File: src/rtl/sub_chunk_sched_pkg.sv
// Shared state encoding and default sizing for the sub-chunk scheduler.
package sub_chunk_sched_pkg;

  localparam int SUB_CHUNK_NUM_DEF = 4;
  localparam int CHUNK_CNT_W_DEF   = 16;

  typedef enum logic [2:0] {
    IDLE,
    WAIT,
    START,
    RUN,
    RELEASE
  } sched_state_e;

endpackage

File: src/rtl/chunk_bank_tracker.sv
// Ping-pong full flags and write pointer for one chunk buffer (IFM or filter).
module chunk_bank_tracker (
  input  logic       clk_i,
  input  logic       rst_i,
  input  logic       wr_done_i,
  input  logic       release_i,
  input  logic       rd_sel_i,
  output logic [1:0] full_o,
  output logic       wr_sel_o,
  output logic       wr_ready_o,
  output logic       err_o
);

  logic [1:0] full_q, full_d;
  logic       wr_sel_q, wr_sel_d;
  logic       err_q, err_d;

  // A write-done into a bank that is still full (even one being released this
  // cycle) is dropped and flagged; the release clears only the read bank.
  always_comb begin
    full_d   = full_q;
    wr_sel_d = wr_sel_q;
    err_d    = err_q;
    if (wr_done_i) begin
      if (full_q[wr_sel_q]) begin
        err_d = 1'b1;
      end else begin
        full_d[wr_sel_q] = 1'b1;
        wr_sel_d         = ~wr_sel_q;
      end
    end
    if (release_i) begin
      full_d[rd_sel_i] = 1'b0;
    end
  end

  always_ff @(posedge clk_i) begin
    if (rst_i) begin
      full_q   <= '0;
      wr_sel_q <= 1'b0;
      err_q    <= 1'b0;
    end else begin
      full_q   <= full_d;
      wr_sel_q <= wr_sel_d;
      err_q    <= err_d;
    end
  end

  // Ready reflects an empty write bank, so it reads 1 straight out of reset.
  assign full_o     = full_q;
  assign wr_sel_o   = wr_sel_q;
  assign wr_ready_o = ~full_q[wr_sel_q];
  assign err_o      = err_q;

endmodule

File: src/rtl/sub_chunk_scheduler.sv
// Sequences sub-chunk reads over ping-pong IFM/filter banks and counts chunks to end of layer.
module sub_chunk_scheduler
  import sub_chunk_sched_pkg::*;
#(
  parameter int SUB_CHUNK_NUM = SUB_CHUNK_NUM_DEF,
  parameter int CHUNK_CNT_W   = CHUNK_CNT_W_DEF,
  parameter int SM_ADDR_W     = $clog2(SUB_CHUNK_NUM)
) (
  input  logic                   clk_i,
  input  logic                   rst_i,
  input  logic                   enable_i,
  input  logic [CHUNK_CNT_W-1:0] cfg_chunk_num_i,
  input  logic [SM_ADDR_W-1:0]   cfg_fil_last_i,
  input  logic                   ifm_wr_done_i,
  input  logic                   fil_wr_done_i,
  input  logic                   sub_chunk_end_i,
  output logic                   ifm_wr_sel_o,
  output logic                   fil_wr_sel_o,
  output logic                   ifm_wr_ready_o,
  output logic                   fil_wr_ready_o,
  output logic                   rd_sel_o,
  output logic                   sub_chunk_start_o,
  output logic                   run_valid_o,
  output logic [SM_ADDR_W-1:0]   rd_fil_last_o,
  output logic                   chunk_done_o,
  output logic                   layer_done_o,
  output logic                   busy_o,
  output logic                   err_o
);

  sched_state_e           state_q, state_d;
  logic [CHUNK_CNT_W-1:0] chunk_cnt_q, chunk_cnt_d;
  logic [CHUNK_CNT_W-1:0] cfg_chunk_q, cfg_chunk_d;
  logic [SM_ADDR_W-1:0]   sub_cnt_q, sub_cnt_d;
  logic [SM_ADDR_W-1:0]   fil_last_q, fil_last_d;
  logic                   rd_sel_q, rd_sel_d;
  logic                   release_bank;
  logic [1:0]             ifm_full, fil_full;
  logic                   ifm_err, fil_err;
  logic                   readable, last_sub, last_chunk;

  chunk_bank_tracker u_ifm_bank (
    .clk_i      (clk_i),
    .rst_i      (rst_i),
    .wr_done_i  (ifm_wr_done_i),
    .release_i  (release_bank),
    .rd_sel_i   (rd_sel_q),
    .full_o     (ifm_full),
    .wr_sel_o   (ifm_wr_sel_o),
    .wr_ready_o (ifm_wr_ready_o),
    .err_o      (ifm_err)
  );

  chunk_bank_tracker u_fil_bank (
    .clk_i      (clk_i),
    .rst_i      (rst_i),
    .wr_done_i  (fil_wr_done_i),
    .release_i  (release_bank),
    .rd_sel_i   (rd_sel_q),
    .full_o     (fil_full),
    .wr_sel_o   (fil_wr_sel_o),
    .wr_ready_o (fil_wr_ready_o),
    .err_o      (fil_err)
  );

  assign readable   = ifm_full[rd_sel_q] & fil_full[rd_sel_q];
  assign last_sub   = (sub_cnt_q == SM_ADDR_W'(SUB_CHUNK_NUM - 1));
  assign last_chunk = ((chunk_cnt_q + CHUNK_CNT_W'(1)) == cfg_chunk_q);

  always_comb begin
    state_d           = state_q;
    chunk_cnt_d       = chunk_cnt_q;
    cfg_chunk_d       = cfg_chunk_q;
    sub_cnt_d         = sub_cnt_q;
    fil_last_d        = fil_last_q;
    rd_sel_d          = rd_sel_q;
    release_bank      = 1'b0;
    sub_chunk_start_o = 1'b0;
    run_valid_o       = 1'b0;
    chunk_done_o      = 1'b0;
    layer_done_o      = 1'b0;
    unique case (state_q)
      IDLE: begin
        if (enable_i) begin
          if (cfg_chunk_num_i != '0) begin
            state_d     = WAIT;
            cfg_chunk_d = cfg_chunk_num_i;
            fil_last_d  = cfg_fil_last_i;
            chunk_cnt_d = '0;
            sub_cnt_d   = '0;
          end else begin
            layer_done_o = 1'b1;
          end
        end
      end
      WAIT: begin
        if (readable) state_d = START;
      end
      // An end arriving during the start cycle is accepted just like one in RUN.
      START, RUN: begin
        sub_chunk_start_o = (state_q == START);
        run_valid_o       = 1'b1;
        if (sub_chunk_end_i) begin
          if (last_sub) begin
            state_d = RELEASE;
          end else begin
            sub_cnt_d = sub_cnt_q + SM_ADDR_W'(1);
            state_d   = START;
          end
        end else begin
          state_d = RUN;
        end
      end
      RELEASE: begin
        release_bank = 1'b1;
        rd_sel_d     = ~rd_sel_q;
        sub_cnt_d    = '0;
        chunk_done_o = 1'b1;
        chunk_cnt_d  = chunk_cnt_q + CHUNK_CNT_W'(1);
        if (last_chunk) begin
          layer_done_o = 1'b1;
          state_d      = IDLE;
        end else begin
          state_d = WAIT;
        end
      end
      default: state_d = IDLE;
    endcase
  end

  always_ff @(posedge clk_i) begin
    if (rst_i) begin
      state_q     <= IDLE;
      chunk_cnt_q <= '0;
      cfg_chunk_q <= '0;
      sub_cnt_q   <= '0;
      fil_last_q  <= '0;
      rd_sel_q    <= 1'b0;
    end else begin
      state_q     <= state_d;
      chunk_cnt_q <= chunk_cnt_d;
      cfg_chunk_q <= cfg_chunk_d;
      sub_cnt_q   <= sub_cnt_d;
      fil_last_q  <= fil_last_d;
      rd_sel_q    <= rd_sel_d;
    end
  end

  assign rd_sel_o      = rd_sel_q;
  assign rd_fil_last_o = fil_last_q;
  assign busy_o        = (state_q != IDLE);
  assign err_o         = ifm_err | fil_err;

endmodule

File: config.mk
export PLATFORM = sky130hd
export DESIGN_NAME = sub_chunk_scheduler
export DESIGN_NICKNAME = d
export VERILOG_FILES = /design/src/rtl/sub_chunk_sched_pkg.sv /design/src/rtl/chunk_bank_tracker.sv /design/src/rtl/sub_chunk_scheduler.sv
export SDC_FILE = /design/constraint.sdc
export NUM_CORES = 1
export LEC_CHECK = 0
export ABC_CLOCK_PERIOD_IN_PS = 5900
export CORE_ASPECT_RATIO = 2
export CORE_MARGIN = 4
export CORE_UTILIZATION = 70
export CTS_BUF_LIST = sky130_fd_sc_hd__clkbuf_8
export DETAILED_ROUTE_END_ITERATION = 10
export DONT_BUFFER_PORTS = 1
export GPL_TIMING_DRIVEN = 0
export MAX_ROUTING_LAYER = met4
export PLACE_DENSITY = 0.92
export RECOVER_POWER = 50
export SYNTH_ARGS = -nofsm -noshare
export SYNTH_HDL_FRONTEND = slang
export SYNTH_SLANG_ARGS = --single-unit
export TNS_END_PERCENT = 10
File: constraint.sdc
create_clock -name clk_i -period 5.9 [get_ports clk_i]
set_input_delay 1.18 -clock clk_i [delete_from_list [all_inputs] [get_ports clk_i]]
set_output_delay 1.18 -clock clk_i [all_outputs]
set_load 0.05 [all_outputs]
==> results.ini <==
[yosys]
syn_inst = 308
ys_types = 51
yosysSeqAreaShare_pct = 37.4
ys_seq_elements = 48
synth_warnings = 0
synth-async-reset-ratio_pct = 0
synth-edff-count = 0
synthFlopType = dfxtp_1
netlist_area_mm2 = 0.00257
avgSynthCellArea_um2 = 8.35
synth_nets = 334

[sta]
rsz0062_at_grt = no
min_period_ns = 4.41
tightest_slew_ns = 1.17
final-max-slew-violation-count = 0
period_share_pct = 74.8
hold_ws_ns = 0.503
finalSetupViolations = 0
tns_ns = 0
slew_headroom_pct = 20.1
max_freq_ghz = 0.227
hold_viol = 0
skew_ns = 0.00487
worst_slack_ns = 1.49

[global_routing]
grt_start_max_net_pins = 17
overflow = 0
grt_pass1_wl_um = 11400
gr-usage-all-layers_pct = 32.4
antenna_found_initial = 0
first_global_vias = 2490

[layout]
utilization_pct = 79.5
drive_above_1_share_pct = 7.28
stdcell_count = 364
antennaDiodeCount = 0
filler_cell_count = 256
final_common_cell = dfxtp_1
fin_nets = 341
syn2layout_area_growth_pct = 6.76
final_cell_mix = dfxtp_1, nor2_1, a21oi_1

[die]
coreArea_mm2 = 0.00345
dieArea_mm2 = 0.00477
die_w_um = 50.9
initial_utilization_pct = 74.5
fp.dieH_um = 93.7
rows = 30
io-pin-count = 37

[clocking]
root_buffer = clkbuf_8
cts_buffers = 5
cts_hold_buf = 0
clk_pin_slew_worst_paths_ns = 0.09
cts_setup_buffers = 0
cts_resized = 0
cts_buffer_depth = 2
htreeDepth = 2
cts_tree = built
clock-sinks = 48
clk_latency_ns = 0.30

[worst_setup_path]
cp_max_fo = 6
cp-end-kind = output pin
worstSetupPathType = flop to output pin
required_ns = 4.72
critPathLaunchType = flop
cp_data_arrival_time_ns = 3.23

[detailed_routing]
wl_per_cell_um = 19.0
drt_pass1_iterations = 5
vias = 2435
routed_wl_um = 6920
antenna_left = 0
dr.first_iter.drc_count = 121
drc = 0
via_per_inst = 6.69

[placed_design]
hpwlAfterDp_um = 5200
portBuffers = 0
place_ws_ns = 1.87
finalWeightedCongestion = 1.02
numPlacedInstances = 356

[pwr]
power_density_mw_per_mm2 = 318
vdd_drop_max_v = 0.000331
leakage_nw = 1.10

[flow_run]
drv_cap = 0

[outcome]
status = finished clean

[worst_hold_path]
hold_path_class = flop to flop

-- cell type report --
cell class | count | area, um2 | share of cell area (%)
Clock buffer | 5 | 68.8 | 2.51
Tap cell | 48 | 60.1 | 2.19
Multi-Input combinational cell | 236 | 1510 | 55.1
Buffer | 18 | 73.8 | 2.69
Clock inverter | 3 | 46.3 | 1.69
Inverter | 6 | 22.5 | 0.820
Sequential cell | 48 | 961 | 35.0
-- flip-flops by register name, summed over array words and instances (netlist names), 2 cells and up --
name / flops
rd_fil_last_o: 2
chunk_cnt_q: 16
u_ifm_bank.full_o: 2
cfg_chunk_q: 16
state_q: 3
sub_cnt_q: 2
u_fil_bank.full_o: 2
-- routing by layer --
metal  GRT usage (%)  part of all wire (%)  up-vias
met5               -                     0        -
met4            22.0                   6.2        0
met3            7.47                   7.1       40
met2            57.1                    54      116
met1            29.9                    33     1159
li1                -                     -     1120
-- cells in the mapped netlist, types with 2 or more instances --
cell type  count  area (um2)
nand4_1        5        31.3
o211ai_1       2        15.0
a311oi_1       2        17.5
a21oi_1       22         110
clkbuf_1      10        37.5
nand2b_1       3        18.8
dfxtp_1       48         961
o22ai_1        4        25.0
a211oi_1       4        30.0
o21ba_2        2        20.0
or3_1          6        37.5
xor2_1         9        78.8
and3_1         4        25.0
ha_1           2        25.0
nand2_1       17        63.8
o21ai_0       11        55.1
nor2_1        47         176
nor2b_1        6        37.5
a31oi_1        6        37.5
inv_1          6        22.5
mux2i_1       21         210
o31ai_1        2        15.0
nor3_1         6        30.0
and2_1         2        12.5
xnor2_1       12         105
nor4_1         7        43.8
buf_2          6        30.0
nand3_1       12        60.1
buf_1          2        7.51
-- worst max-delay path, cell delays in order, from the launching register on --
cell and delay [ns]:
dfxtp_1 0.47, ha_1 0.31, nand3_1 0.20, or4_4 0.62
a2111oi_4 0.31, nand4_1 0.14, nor4b_2 0.35, a2bb2o_1 0.52
-- final timing paths --
| check | startpoint | endpoint | slack [ns] | cells after the start |
|---|---|---|---|---|
| worst max-delay path | chunk_cnt_q[0] | layer_done_o | 1.49 | 7 |
| worst min-delay path | u_fil_bank.err_o | u_fil_bank.err_o | 0.50 | 1 |
| worst max register to register | chunk_cnt_q[0] | state_q[0] | 3.27 | 7 |
| worst min register to register | u_fil_bank.err_o | u_fil_bank.err_o | 0.50 | 1 |
-- where the power goes --
part           internal, mW  total [mW]  switching [mW]  leakage (nW)
registers             0.354       0.395          0.0405         0.392
clock network         0.128       0.247           0.119        0.0548
logic                0.0823       0.233           0.151         0.658
total                 0.565       0.874           0.310          1.10
-- kinds of logic (layout without fill, tap and decap cells) --
group | Yosys count | after routing | synth area share, %
compound gates | 67 | 67 | 17.6
buf+inv | 24 | 32 | 3.79
xor+xnor | 21 | 21 | 7.15
simple gates | 125 | 125 | 25.0
mux | 21 | 21 | 8.17
fa+ha+maj | 2 | 2 | 0.973
flops | 48 | 48 | 37.4
-- stage by stage --
stage	power [mW]	instance area, um2
after floorplan	0.585	2570
after global placement	0.622	2630
after detailed placement	0.631	2630
after CTS	0.870	2750
after global routing	0.908	2750
final	0.874	2750
No activity file was read; power rests on OpenSTA's default activity.
